## src/rtl/bb_bus_arbiter.sv

```systemverilog
// Round-robin arbiter for the bit-serial system bus, with one outstanding split transaction.
// Optional grant hold limit: define ARB_HOLD_LIMIT_EN.
module bb_bus_arbiter #(
    parameter int NUM_MASTERS = 2,
    parameter int HOLD_LIMIT  = 256
) (
    input  logic                           clk,
    input  logic                           rstn,
    input  logic [NUM_MASTERS-1:0]         breq,
    output logic [NUM_MASTERS-1:0]         bgrant,
    output logic [$clog2(NUM_MASTERS)-1:0] msel,
    output logic [NUM_MASTERS-1:0]         split,
    input  logic                           slave_split,
    input  logic                           slave_split_release,
    output logic                           bus_busy,
    output logic                           split_err
);

    localparam int IDX_W = $clog2(NUM_MASTERS);
    localparam logic [IDX_W-1:0] LAST_IDX = IDX_W'(NUM_MASTERS - 1);

    if (NUM_MASTERS < 2 || NUM_MASTERS > 8 || HOLD_LIMIT < 2) begin : g_param_check
        $error("bb_bus_arbiter: unsupported NUM_MASTERS/HOLD_LIMIT");
    end

    typedef enum logic {
        IDLE,
        GRANT
    } state_t;

    state_t                 state_r, state_nxt;
    logic [NUM_MASTERS-1:0] bgrant_nxt, split_nxt, parked;
    logic [IDX_W-1:0]       msel_nxt, split_owner_r, split_owner_nxt, rr_ptr_r, rr_ptr_nxt;
    logic                   split_valid_r, split_valid_nxt, resume_r, resume_nxt;
    logic                   split_err_nxt, bus_busy_nxt;
    logic [IDX_W:0]         pick;

`ifdef ARB_HOLD_LIMIT_EN
    localparam int HOLD_W = ($clog2(HOLD_LIMIT) > 8) ? $clog2(HOLD_LIMIT) : 8;
    localparam logic [HOLD_W-1:0] HOLD_LAST = HOLD_W'(HOLD_LIMIT - 1);
    logic [HOLD_W-1:0] hold_cnt_r, hold_cnt_nxt;
`endif

    function automatic logic [NUM_MASTERS-1:0] onehot(input logic [IDX_W-1:0] idx);
        logic [NUM_MASTERS-1:0] res;
        res      = '0;
        res[idx] = 1'b1;
        return res;
    endfunction

    function automatic logic [IDX_W-1:0] next_idx(input logic [IDX_W-1:0] idx);
        return (idx == LAST_IDX) ? '0 : idx + 1'b1;
    endfunction

    // Returns {found, index} of the first requester at or after ptr, with wrap.
    function automatic logic [IDX_W:0] rr_pick(input logic [NUM_MASTERS-1:0] req,
                                               input logic [IDX_W-1:0]       ptr);
        logic [IDX_W-1:0] idx;
        logic [IDX_W-1:0] sel;
        logic             found;
        idx   = ptr;
        sel   = '0;
        found = 1'b0;
        for (int i = 0; i < NUM_MASTERS; i++) begin
            if (!found && req[idx]) begin
                found = 1'b1;
                sel   = idx;
            end
            idx = next_idx(idx);
        end
        return {found, sel};
    endfunction

    always_comb begin
        state_nxt       = state_r;
        bgrant_nxt      = bgrant;
        msel_nxt        = msel;
        split_nxt       = split;
        split_valid_nxt = split_valid_r;
        split_owner_nxt = split_owner_r;
        resume_nxt      = resume_r;
        rr_ptr_nxt      = rr_ptr_r;
        split_err_nxt   = split_err;
`ifdef ARB_HOLD_LIMIT_EN
        hold_cnt_nxt    = hold_cnt_r;
`endif
        parked = (split_valid_r && !resume_r) ? onehot(split_owner_r) : '0;
        pick   = rr_pick(breq & ~parked, rr_ptr_r);

        // A parked master that gives up its request cancels the split entirely.
        if (split_valid_r && !breq[split_owner_r]) begin
            split_valid_nxt = 1'b0;
            resume_nxt      = 1'b0;
            split_nxt       = '0;
        end else if (split_valid_r && slave_split_release) begin
            split_nxt  = '0;
            resume_nxt = 1'b1;
        end

        case (state_r)
            IDLE: begin
                if (resume_r && split_valid_r && breq[split_owner_r]) begin
                    bgrant_nxt      = onehot(split_owner_r);
                    msel_nxt        = split_owner_r;
                    resume_nxt      = 1'b0;
                    split_valid_nxt = 1'b0;
                    state_nxt       = GRANT;
`ifdef ARB_HOLD_LIMIT_EN
                    hold_cnt_nxt    = '0;
`endif
                end else if (pick[IDX_W]) begin
                    bgrant_nxt   = onehot(pick[IDX_W-1:0]);
                    msel_nxt     = pick[IDX_W-1:0];
                    state_nxt    = GRANT;
`ifdef ARB_HOLD_LIMIT_EN
                    hold_cnt_nxt = '0;
`endif
                end
            end
            GRANT: begin
                if (!breq[msel]) begin
                    bgrant_nxt = '0;
                    rr_ptr_nxt = next_idx(msel);
                    state_nxt  = IDLE;
                end else if (slave_split && !split_valid_r) begin
                    split_owner_nxt = msel;
                    split_valid_nxt = 1'b1;
                    resume_nxt      = 1'b0;
                    split_nxt       = onehot(msel);
                    bgrant_nxt      = '0;
                    rr_ptr_nxt      = next_idx(msel);
                    state_nxt       = IDLE;
                end else begin
                    if (slave_split) begin
                        split_err_nxt = 1'b1;
                    end
`ifdef ARB_HOLD_LIMIT_EN
                    if (hold_cnt_r == HOLD_LAST) begin
                        bgrant_nxt = '0;
                        rr_ptr_nxt = next_idx(msel);
                        state_nxt  = IDLE;
                    end else begin
                        hold_cnt_nxt = hold_cnt_r + 1'b1;
                    end
`endif
                end
            end
            default: state_nxt = IDLE;
        endcase

        bus_busy_nxt = |bgrant_nxt;
    end

    always_ff @(posedge clk or negedge rstn) begin
        if (!rstn) begin
            state_r       <= IDLE;
            bgrant        <= '0;
            msel          <= '0;
            split         <= '0;
            split_valid_r <= 1'b0;
            split_owner_r <= '0;
            resume_r      <= 1'b0;
            rr_ptr_r      <= '0;
            split_err     <= 1'b0;
            bus_busy      <= 1'b0;
`ifdef ARB_HOLD_LIMIT_EN
            hold_cnt_r    <= '0;
`endif
        end else begin
            state_r       <= state_nxt;
            bgrant        <= bgrant_nxt;
            msel          <= msel_nxt;
            split         <= split_nxt;
            split_valid_r <= split_valid_nxt;
            split_owner_r <= split_owner_nxt;
            resume_r      <= resume_nxt;
            rr_ptr_r      <= rr_ptr_nxt;
            split_err     <= split_err_nxt;
            bus_busy      <= bus_busy_nxt;
`ifdef ARB_HOLD_LIMIT_EN
            hold_cnt_r    <= hold_cnt_nxt;
`endif
        end
    end

endmodule
```

## config.mk

```make
export PLATFORM = sky130hd
export DESIGN_NAME = bb_bus_arbiter
export DESIGN_NICKNAME = d
export VERILOG_FILES = /design/src/rtl/bb_bus_arbiter.sv
export SDC_FILE = /design/constraint.sdc
export NUM_CORES = 1
export LEC_CHECK = 0
export CAP_MARGIN = 30
export CORE_AREA = 2 2 39 41
export CTS_CLUSTER_SIZE = 40
export DETAILED_ROUTE_END_ITERATION = 12
export DIE_AREA = 0 0 41 43
export PLACE_DENSITY_LB_ADDON = 0.08
export SETUP_SLACK_MARGIN = 0.02
export SLEW_MARGIN = 25
export SYNTH_ARGS = -nofsm -noshare
export SYNTH_HDL_FRONTEND = slang
export SYNTH_SLANG_ARGS = --single-unit
```

## constraint.sdc

```tcl
create_clock -name clk -period 2.7 [get_ports clk]
set_input_delay 0.54 -clock clk [delete_from_list [all_inputs] [get_ports clk]]
set_output_delay 0.54 -clock clk [all_outputs]
set_load 0.005 [all_outputs]
```

==> results.txt, run 1 <==
- In this run the cell area measured after placement is 744 um^2.
- The total area inside the core boundary comes to 1380 um^2.
* Gate power share: 40.9%
* Share of the cycle needed by the critical path after routing: 66.2%
- The largest total area in the synthesized netlist belongs to sky130_fd_sc_hd__dfrtp_1.
- Max cap viols: 0
- At the placement stage, the worst setup path has a slack of 685 ps.
* FF+latch count, synth: 12
- The count of nets left with antenna violations once routing finished came out at 0.
- Wire length per cell: 13.7 um
* Largest net degree at the start of global routing: 13
- The first global-routing pass estimated 2140 um of wire.
- Gates resized during post-CTS repair numbered 0.
- Clock skew on the completed layout was measured at 2.27 ps.
- Vias per std cell: 5.48
- FF/Latch Area: 300 um^2
* Fmax achieved: 560 MHz
- Most frequent cell after synthesis: sky130_fd_sc_hd__dfrtp_1
* Dominant register cell in the synthesized netlist: sky130_fd_sc_hd__dfrtp_1
- The die is 41 um wide.
* Placed insts: 92
- For this run, asynchronously set or reset flops after synthesis account for 100%.
* Share of power burned in the clock network: 13.5%
- Root Driver: sky130_fd_sc_hd__clkbuf_4
* Number of clock buffers inserted by TritonCTS: 3
* Number of endpoints with negative hold slack in the final report: 0
* Vias in the first global route: 463
- The number of antenna violations at the first check in global routing is 0.
- The path class of the tightest hold or removal check is reg -> reg.
- During placement, the flow inserted port buffers numbering 12.
- Together, buffers and inverters on the worst path number 1.
* Post-CTS setup-driven buffer insertion count: 0
* Number of endpoints failing setup at the final stage: 0
* Result of the run: finished clean
- Largest cells by area after synthesis: sky130_fd_sc_hd__dfrtp_1, sky130_fd_sc_hd__o21ai_0, sky130_fd_sc_hd__nand2_1, sky130_fd_sc_hd__inv_1, sky130_fd_sc_hd__buf_6
- Count of filler cells inserted in the layout: 136
* Beginning of the worst hold path: split_err$_DFFE_PN0P_
- Summed over all failing endpoints, the final setup total negative slack is 0 ps.
- R2R depth: 5
- Largest delay contributor family on the critical path: buffers and inverters
* Sw Share: 37.7%
- Final period demand of the worst path: 1790 ps
* Setup repair after global routing missed its margin: no
* Endpoint, Worst Hold: split_err$_DFFE_PN0P_
- Number of max-slew violations in the final report: 0
- The worst-case IR drop observed on VDD is 0.000654 V.
- Synthesized netlist net count: 73
- The critical path goes through clkdlybuf4s50_1.
- Hold-fix buffers at CTS: 0
- Summed over all cells, the static leakage comes to 0.331 nW.
- For the worst setup path, the data required time is 2160 ps.
* Number of instances on the worst hold path: 1
* Post-synth cell types: 25
* Yosys warnings: 0
* Number of clock sinks seen by CTS: 12
* Power per Cell Area: 1070 nW/um^2
- Number of placed I/O pins: 13
- The post-route netlist has 11.4% of its cells at a drive strength greater than 1.
- Sequential cells burn 45.6% of the power.
* Area of the multi-input gates: 278 um^2
- Critical setup path kind: reg -> out
* Highest cell delay on the worst timing path: 530 ps
* Instance count of the mapped netlist: 67
* Final worst-path setup slack: 913 ps
* Biggest regs: bgrant x2, split x2
* Initial cell density of the core: 45.6%
- Clock insertion delay at the later pin of the skew report: 270 ps
- At the end of routability-driven placement, the weighted congestion stood at 0.671.
* 1st-pass router iterations: 4
- Summing over every cut layer, the via total after detailed routing is 521.
- Count of inserted antenna diode cells: 0
- In this run the worst path has a maximum fanout of 5.
- Worst-case headroom to the max-slew limit: 62.7%
- Most frequent cells after synthesis: sky130_fd_sc_hd__dfrtp_1, sky130_fd_sc_hd__nand2_1, sky130_fd_sc_hd__o21ai_0
- Fin area: 767 um^2
* Growth of design area from synthesis to finish: 21.6%
- In this run the mean area of a mapped cell was 9.41 um^2.
- CTS built an H-tree with a depth of 1.
- In this run, synthesis inferred 0 flip-flops with an integrated enable.
- Fraction of synthesized cell area taken by the top area cell type: 47.6%
* Layout net count: 87
* Clock transition at the registers of the reported paths: 70 ps
- Maximum clock insertion buffer count: 2
* Worst R2R End: bus_busy$_DFF_PN0_
- The largest individual stage delay along the critical path comes from the cell sky130_fd_sc_hd__clkdlybuf4s50_1.
* Total track usage: 19.2%
* Final Instance Count excl. Fillers: 95
- The completed layout was analyzed and its total power is 0.821 mW.
- Arrival time of data at the critical path endpoint: 1250 ps
* Launching point of the worst reg2reg path: split_owner_r$_DFFE_PN0P_
- Type of origin of the critical path: flip-flop
- TritonCTS built the clock tree.
* Internal power summed over all cells: 0.512 mW
- Summed over all nets, the switching power comes to 0.310 mW.
* Worst Tran Pin Value: 557 ps
- DR DRC count: 0
- Detail Placement HPWL: 939 um
* Total overflow reported by the global router: 0
- In this run the cell area of the synthesized design comes to 631 um^2.
* Final wirelength: 1300 um
- Register-to-Register Setup Slack: 1230 ps
- Cell row count: 14
* Area of the die: 1760 um^2
- 1st-iter DRT viols: 17
- STA classifies the critical path endpoint as an output pin.
* Register area share after synthesis: 47.6%
- In this run the vertical extent of the chip is 43 um.
-- metal layers --
| metal | vias up | global-route usage [%] | wire length, um |
|---|---|---|---|
| met4 | 0 | 12.0 | 36 |
| met2 | 11 | 25.3 | 585 |
| met3 | 4 | 6.28 | 65 |
| li1 | 260 | - | - |
| met5 | - | 0 | 0 |
| met1 | 246 | 26.0 | 616 |
-- layout make-up --
| type | count | share of cell area, % |
|---|---|---|
| multi-input cells | 45 | 36.2 |
| repair buffers | 12 | 15.7 |
| flip-flops and latches | 12 | 39.2 |
| well taps | 16 | 2.61 |
| inverters | 7 | 3.43 |
| clock buffers | 3 | 2.94 |
-- power groups by stage --
stage                     Clock (mW)  Combinational, mW  Sequential [mW]
after floorplan                    0              0.259            0.324
after global placement             0              0.336            0.381
after detailed placement           0              0.339            0.377
after CTS                      0.115              0.340            0.374
after global routing           0.124              0.377            0.390
final                          0.111              0.336            0.375
-- worst max path at each step --
stage / startpoint / end / slack (ps) / depth (start not counted)
final: msel$_DFFE_PN0P_ / msel / 910 / 1
after global routing: breq[1] / split[0]$_DFF_PN0_ / 840 / 6
after global placement: breq[1] / bus_busy$_DFF_PN0_ / 680 / 6
after CTS: msel$_DFFE_PN0P_ / msel / 910 / 1
after detailed placement: breq[1] / bus_busy$_DFF_PN0_ / 680 / 6
after floorplan: breq[1] / bus_busy$_DFF_PN0_ / 1370 / 5
-- cell families (layout without fill, tap and decap cells) --
kind of cell,after synthesis,count (layout),share of synthesized area (%)
multiplexers,3,3,4.96
AO/OA/AOI/OAI,21,21,21.6
flip-flops,12,12,47.6
buffers and inverters,10,22,8.33
AND/OR/NAND/NOR,21,21,17.5
-- layout by cell type, fill, tap and decap left out, types with 3 or more instances in the layout --
cell type,count
sky130_fd_sc_hd__a21oi_1,3
sky130_fd_sc_hd__clkbuf_4,3
sky130_fd_sc_hd__clkdlybuf4s50_1,12
sky130_fd_sc_hd__dfrtp_1,12
sky130_fd_sc_hd__inv_1,7
sky130_fd_sc_hd__nand2_1,10
sky130_fd_sc_hd__o21ai_0,8
sky130_fd_sc_hd__o22ai_1,3
-- metrics by stage --
stage	hold WS, ps	util (%)
after floorplan	244	-
after global placement	463	53.8
after detailed placement	465	53.8
after CTS	482	55.4
after global routing	513	55.4
final	481	55.4
Note: power is estimated with default switching activity, not from simulation.
==> run 2, diff against run 1 <==
CORE_AREA = default   (was 2 2 39 41)
CORE_UTILIZATION = 48   (was default)
DIE_AREA = default   (was 0 0 41 43)
clock period = 1.65 ns   (was 2.7 ns; I/O delays follow)
==> run 2 against run 1 <==
Against the previous run: utilization rose by 16 points; largest cell class unchanged; via count rose by 3.8%; critical endpoint unchanged; cell count rose by 4.2%; largest power group is now combinational logic; routed wire length rose by 3.2%; power rose by 77%.
==> results.txt, run 2 (same netlist as run 1, synthesis figures left out) <==
- For this design, the slowest cell found on the critical path is sky130_fd_sc_hd__clkdlybuf4s50_1.
- From synthesis to final layout, the design area changed by 30.4%.
- 0 antenna diodes ended up in the layout.
- Clock skew after layout: 4.46 ps
- In this run, CTS created clock tree buffers numbering 3.
- Max VDD drop: 0.00101 V
- Die Span X: 38.2 um
- Based on the critical path, the design can be clocked at up to 640 MHz.
- Number of endpoints with negative hold slack in the final report: 0
- Wire length per cell: 13.6 um
- Tot Pwr: 1.45 mW
- Share of the cycle needed by the critical path after routing: 94.7%
* Result of the run: finished clean
* Area of the die: 1460 um^2
- The number of global-route vias before repair came to 550.
- Cells with a size suffix above 1 make up 18.8% of the layout.
- Setup repair after global routing missed its margin: no
- Post-CTS setup-driven buffer insertion count: 0
* Worst Tran Pin Value: 558 ps
* CP bufs+invs: 1
- FF/Latch Area: 302 um^2
- Highest cell delay on the worst timing path: 530 ps
* Number of placed I/O pins: 13
* DR DRC count: 0
- Arrival time of data at the critical path endpoint: 1230 ps
- For this run, the share of the core covered by cells in the final layout is 71.1%.
* Layout net count: 92
- Counting the fill cells in the layout gives 94.
- TritonCTS built the clock tree.
* Most frequent cells in the layout: sky130_fd_sc_hd__dfrtp_1, sky130_fd_sc_hd__nand2_1, sky130_fd_sc_hd__clkdlybuf4s50_1, sky130_fd_sc_hd__o21ai_0, sky130_fd_sc_hd__inv_1
- For this design the static power due to leakage is 0.380 nW.
- Dividing total power by cell area gives a power density of 1760 nW/um^2.
* Cell chain of the critical path: clkdlybuf4s50_1
- In this run the vertical extent of the chip is 38.2 um.
- Summing all multi-input logic gate instances after layout gives 278 um^2.
- Setup violations remaining at the end of the flow were counted as 0.
* Count of buffers inserted at the top-level ports: 12
- The first detailed-routing pass took 4 iterations.
* Wire length of the first global-routing pass: 2390 um
- Critical setup path kind: reg -> out
* Type of origin of the critical path: flip-flop
- Floorplan Core Area: 1160 um^2
- Row generation in the floorplan step produced 12 rows.
- Biggest fanout along the worst timing path: 5
- Initial cell density of the core: 54.5%
- The detailed router finished its first iteration with 6 violations.
- The clock drives 12 sinks.
- Vias per std cell: 5.46
- After clock tree synthesis, the clock-pin slew on the worst setup and hold paths is 80 ps.
- Tightest hold margin: 418 ps
* Final wirelength: 1350 um
- Most frequent standard cell in the layout excluding fill and tap cells: sky130_fd_sc_hd__dfrtp_1
* Clock H-tree levels: 1
* Clock insertion delay at the later pin of the skew report: 270 ps
- Worst-case headroom to the max-slew limit: 62.7%
- Total track usage: 24.9%
- Final setup TNS: 0 ps
- The worst setup path is captured at an output pin.
- Routability congestion estimate: 0.745
- Hold repair after CTS inserted 0 buffers.
- The number of antenna violations at the first check in global routing is 0.
- Kind of path behind the tightest hold check: in -> async
- Number of max-slew violations in the final report: 0
* Post-route ant nets: 0
- Entering global routing, the biggest net connects 13 pins.
- Largest delay contributor family on the critical path: buffers and inverters
* Max cap viols: 0
- Required time reported for the critical path endpoint: 1320 ps
- Count of vias placed by the detailed router: 541
- In the final layout, the registers with the most flip-flops are bgrant x2, split x2.
- After global routing the overflow that remains totals 0.
* Final period demand of the worst path: 1560 ps
* Root Driver: sky130_fd_sc_hd__clkbuf_4
- In this run, post-CTS repair resized a total of 0 instances.
- Maximum clock insertion buffer count: 2
## run 2: stage by stage
step | setup slack, ps | std cells | cell area, um^2
after floorplan | 325 | 67 | 631
after global placement | -151 | 95 | 779
after detailed placement | -175 | 95 | 779
after CTS | 87.4 | 99 | 816
after global routing | 21.7 | 99 | 822
final | 87.1 | 99 | 822
## run 2: worst paths after layout
check	slack [ps]	end	cells past startpoint	start
min in group clk	470	split_err$_DFFE_PN0P_	1	split_err$_DFFE_PN0P_
worst min register to register	470	split_err$_DFFE_PN0P_	1	split_err$_DFFE_PN0P_
worst max register to register	170	bus_busy$_DFF_PN0_	6	split_valid_r$_DFF_PN0_
max in group asynchronous	830	split_owner_r$_DFFE_PN0P_	1	rstn
worst max-delay path	90	msel	1	msel$_DFFE_PN0P_
worst min-delay path	420	bgrant[0]$_DFF_PN0_	1	rstn
## run 2: where the power goes
group	leakage, nW	switching (mW)	total, mW	internal, mW
combinational	0.211	0.271	0.630	0.359
clock	0.0210	0.0954	0.229	0.134
sequential	0.147	0.157	0.590	0.433
## run 2: final cells by class
| class | instances | area share, % |
|---|---|---|
| Inverter | 7 | 3.20 |
| Timing Repair Buffer | 17 | 19.8 |
| Tap cell | 14 | 2.13 |
| Sequential cell | 12 | 36.7 |
| Multi-Input combinational cell | 45 | 33.8 |
| Clock buffer | 4 | 4.41 |
## run 2: metal layers
layer / track usage, % / vias to the layer above / wire, um
met5: 0 / - / 0
met4: 12.5 / 0 / 14
met3: 6.40 / 2 / 63
met2: 41.5 / 11 / 671
met1: 29.4 / 259 / 596
li1: - / 269 / -
==> RTL change, RTL diff (settings of run 2) <==
Build with the macro `ARB_HOLD_LIMIT_EN` defined.
--- a/src/rtl/bb_bus_arbiter.sv
+++ b/src/rtl/bb_bus_arbiter.sv
@@ -1,5 +1,7 @@
 // Round-robin arbiter for the bit-serial system bus, with one outstanding split transaction.
 // Optional grant hold limit: define ARB_HOLD_LIMIT_EN.
+`define ARB_HOLD_LIMIT_EN
+
 module bb_bus_arbiter #(
     parameter int NUM_MASTERS = 2,
     parameter int HOLD_LIMIT  = 256
Behaviour: no difference found for any inputs over 10 cycles, from zero or initial values and one cycle with rstn low; that may be too few to reach the edited logic, so the function may still have changed.
==> RTL change against run 2 <==
Non-clock buffer count increased by 8; wire length increased by 58%; clock skew increased by 0.0016 ns; register-to-register slack got worse by 0.09 ns; design area increased by 62%; sequential cell count increased by 8; via count increased by 60%; core utilization decreased by 5.1 points; synthesized area increased by 67%; maximum frequency decreased by 0.76%; total power increased by 32%; worst setup slack got worse by 0.012 ns.
==> RTL change: results (changes against run 2) <==
[clock_tree]
cts_buffers = 3  ; unchanged
cts_root_buf = clkbuf_4
cts_buffer_depth = 2  ; unchanged
clkLatencyLatePin_ns = 0.29  ; +0.02 ns
htreeDepth = 1  ; unchanged
clk_pin_slew_ns = 0.10  ; +0.02 ns

[global_route]
antenna_found_initial = 0  ; unchanged
grt_pass1_vias = 846  ; +54%
grt_overflow = 0  ; unchanged
grt_pass1_wl_um = 3680  ; +54%
grt_max_degree = 21  ; +8
track_usage_pct = 20.4  ; -4.5 points

[routing]
dr.first_iter.drc_count = 14  ; +8
postRouteAntennaNets = 0  ; unchanged
first_pass_iters = 4  ; unchanged
vias_per_cell = 5.62  ; +2.9%
routedWlPerCell_um = 13.8  ; +1.6%

[synthesis]
synth.area.top_cells = dfrtp_1 47%, mux2i_1 5.7%, nand2_1 3.6%, o21ai_0 2.8%, a2111oi_4 2.6%
synth_compound_area_share_pct = 19.0  ; -2.7 points
yosys.area_share.adder_pct = 1.18  ; +1.2 points
synth.area.mux_share_pct = 8.18  ; +3.2 points
yosysSeqAreaShare_pct = 47.4  ; -0.23 points
yosys_most_used_dff = dfrtp_1
synthArstFlopShare_pct = 100  ; unchanged
synth_nets = 108  ; +48%
synth_commonest_cells = 20 x dfrtp_1, 10 x nand2_1, 6 x mux2i_1, 6 x nor2_1, 6 x o21ai_0
synth_cell_type_count = 41  ; +64%
synth_xor_area_share_pct = 0  ; unchanged
yosysWarnings = 0  ; unchanged

[finish]
fill_cells = 169  ; +80%
final_net_count = 136  ; +48%
reg.largest.list = hold_cnt_r x8, bgrant x2, split x2
drive_gt1_share_pct = 24.4  ; +5.6 points
antenna_cells = 0  ; unchanged

[sta]
skew_ns = 0.00602  ; +0.00156 ns
relSlewSlack_pct = 73.3  ; +11 points

[placement]
place_area_um2 = 1280  ; +64%
io_buffers = 12  ; unchanged
routabilityCongestion = 0.888  ; +19%
place_ws_ns = -0.323  ; -0.148 ns
hpwl_um = 1570

[hold_path]
hold_path_class = in -> async

[power]
vdd_drop_max_mv = 0.967  ; -3.9%
switchingPower_w = 0.000674  ; +29%
leakagePower_nw = 0.580  ; +53%

[outcome]
status = completed

[critical_path]
path_max_fanout = 4  ; -1
crit_arrival_ns = 1.79  ; +0.56 ns

==> RTL change: changes by cell type in the layout (fill, tap and decap cells not counted), moves of 3 or more <==
cell	run 2	this run
buf_4	5	13
o21ai_0	8	5
dfrtp_1	11	20
o2bb2ai_1	0	3
mux2i_1	2	6
nor2_1	2	6
==> RTL change: worst max-delay path, stage by stage <==
cell and delay [ns]:
clkdlybuf4s50_1 0.52, mux2_2 0.23, nand2_2 0.11, buf_4 0.16, or3_1 0.35, o21ai_1 0.09
==> RTL change: final cells by class <==
| type | count | area, µm² | area share, % |
|---|---|---|---|
| inverter | 5 | 18.8 | 1.41 |
| multi-input combinational | 74 | 537 | 40.2 |
| timing repair buffer | 25 | 223 | 16.7 |
| clock buffer | 3 | 22.5 | 1.69 |
| tap | 27 | 33.8 | 2.53 |
| sequential | 20 | 500 | 37.5 |
==> RTL change: path summary, 6_finish.rpt <==
kind,startpoint,to,slack [ns],cells past startpoint
worst max-delay path,breq[1],hold_cnt_r[0],0.08,6
worst min-delay path,rstn,bus_busy,0.37,2
worst max register to register,msel,hold_cnt_r[0],0.08,6
worst min register to register,split_err,split_err,0.48,1
max in group asynchronous,rstn,split[1],1.07,2
min in group clk,split_err,split_err,0.48,1
==> RTL change: logic make-up after synthesis <==
family / Yosys count
buffers and inverters: 7
AO/OA/AOI/OAI: 25
multiplexers: 8
flip-flops: 20
adder cells (fa/ha/maj): 1
AND/OR/NAND/NOR: 40
==> RTL change: metal layers <==
| layer | global-route usage (%) | wire length, µm |
|---|---|---|
| met4 | 5.88 | 14 |
| met2 | 34.7 | 1060 |
| met3 | 4.67 | 64 |
| met5 | 0 | 0 |
| met1 | 25.8 | 985 |
==> RTL change: power groups by stage <==
stage / Sequential, W / Combinational [W] / Clock [W]
2_1_floorplan: 0.000767 / 0.000501 / 0
3_3_place_gp: 0.000789 / 0.000856 / 0
3_5_place_dp: 0.000798 / 0.000881 / 0
4_1_cts: 0.000788 / 0.000888 / 0.000230
5_1_grt: 0.000814 / 0.000994 / 0.000252
6_report: 0.000788 / 0.000908 / 0.000219
==> RTL change: per-stage QoR <==
step,hold slack (ns),instances,utilization (%)
finish,0.367,154,66.0
global route,0.383,154,66.0
CTS,0.374,153,64.5
detailed placement,0.454,150,63.4
global placement,0.439,150,63.4
floorplan,0.0344,101,-
==> RTL change: repair_timing <==
| item | CTS | global route |
|---|---|---|
| setup endpoints to repair | 1 | 7 |
| pin swaps | 1 | 2 |
| gates resized for setup | 0 | 7 |
| hold buffers | 0 | 0 |
| setup buffers | 0 | 1 |
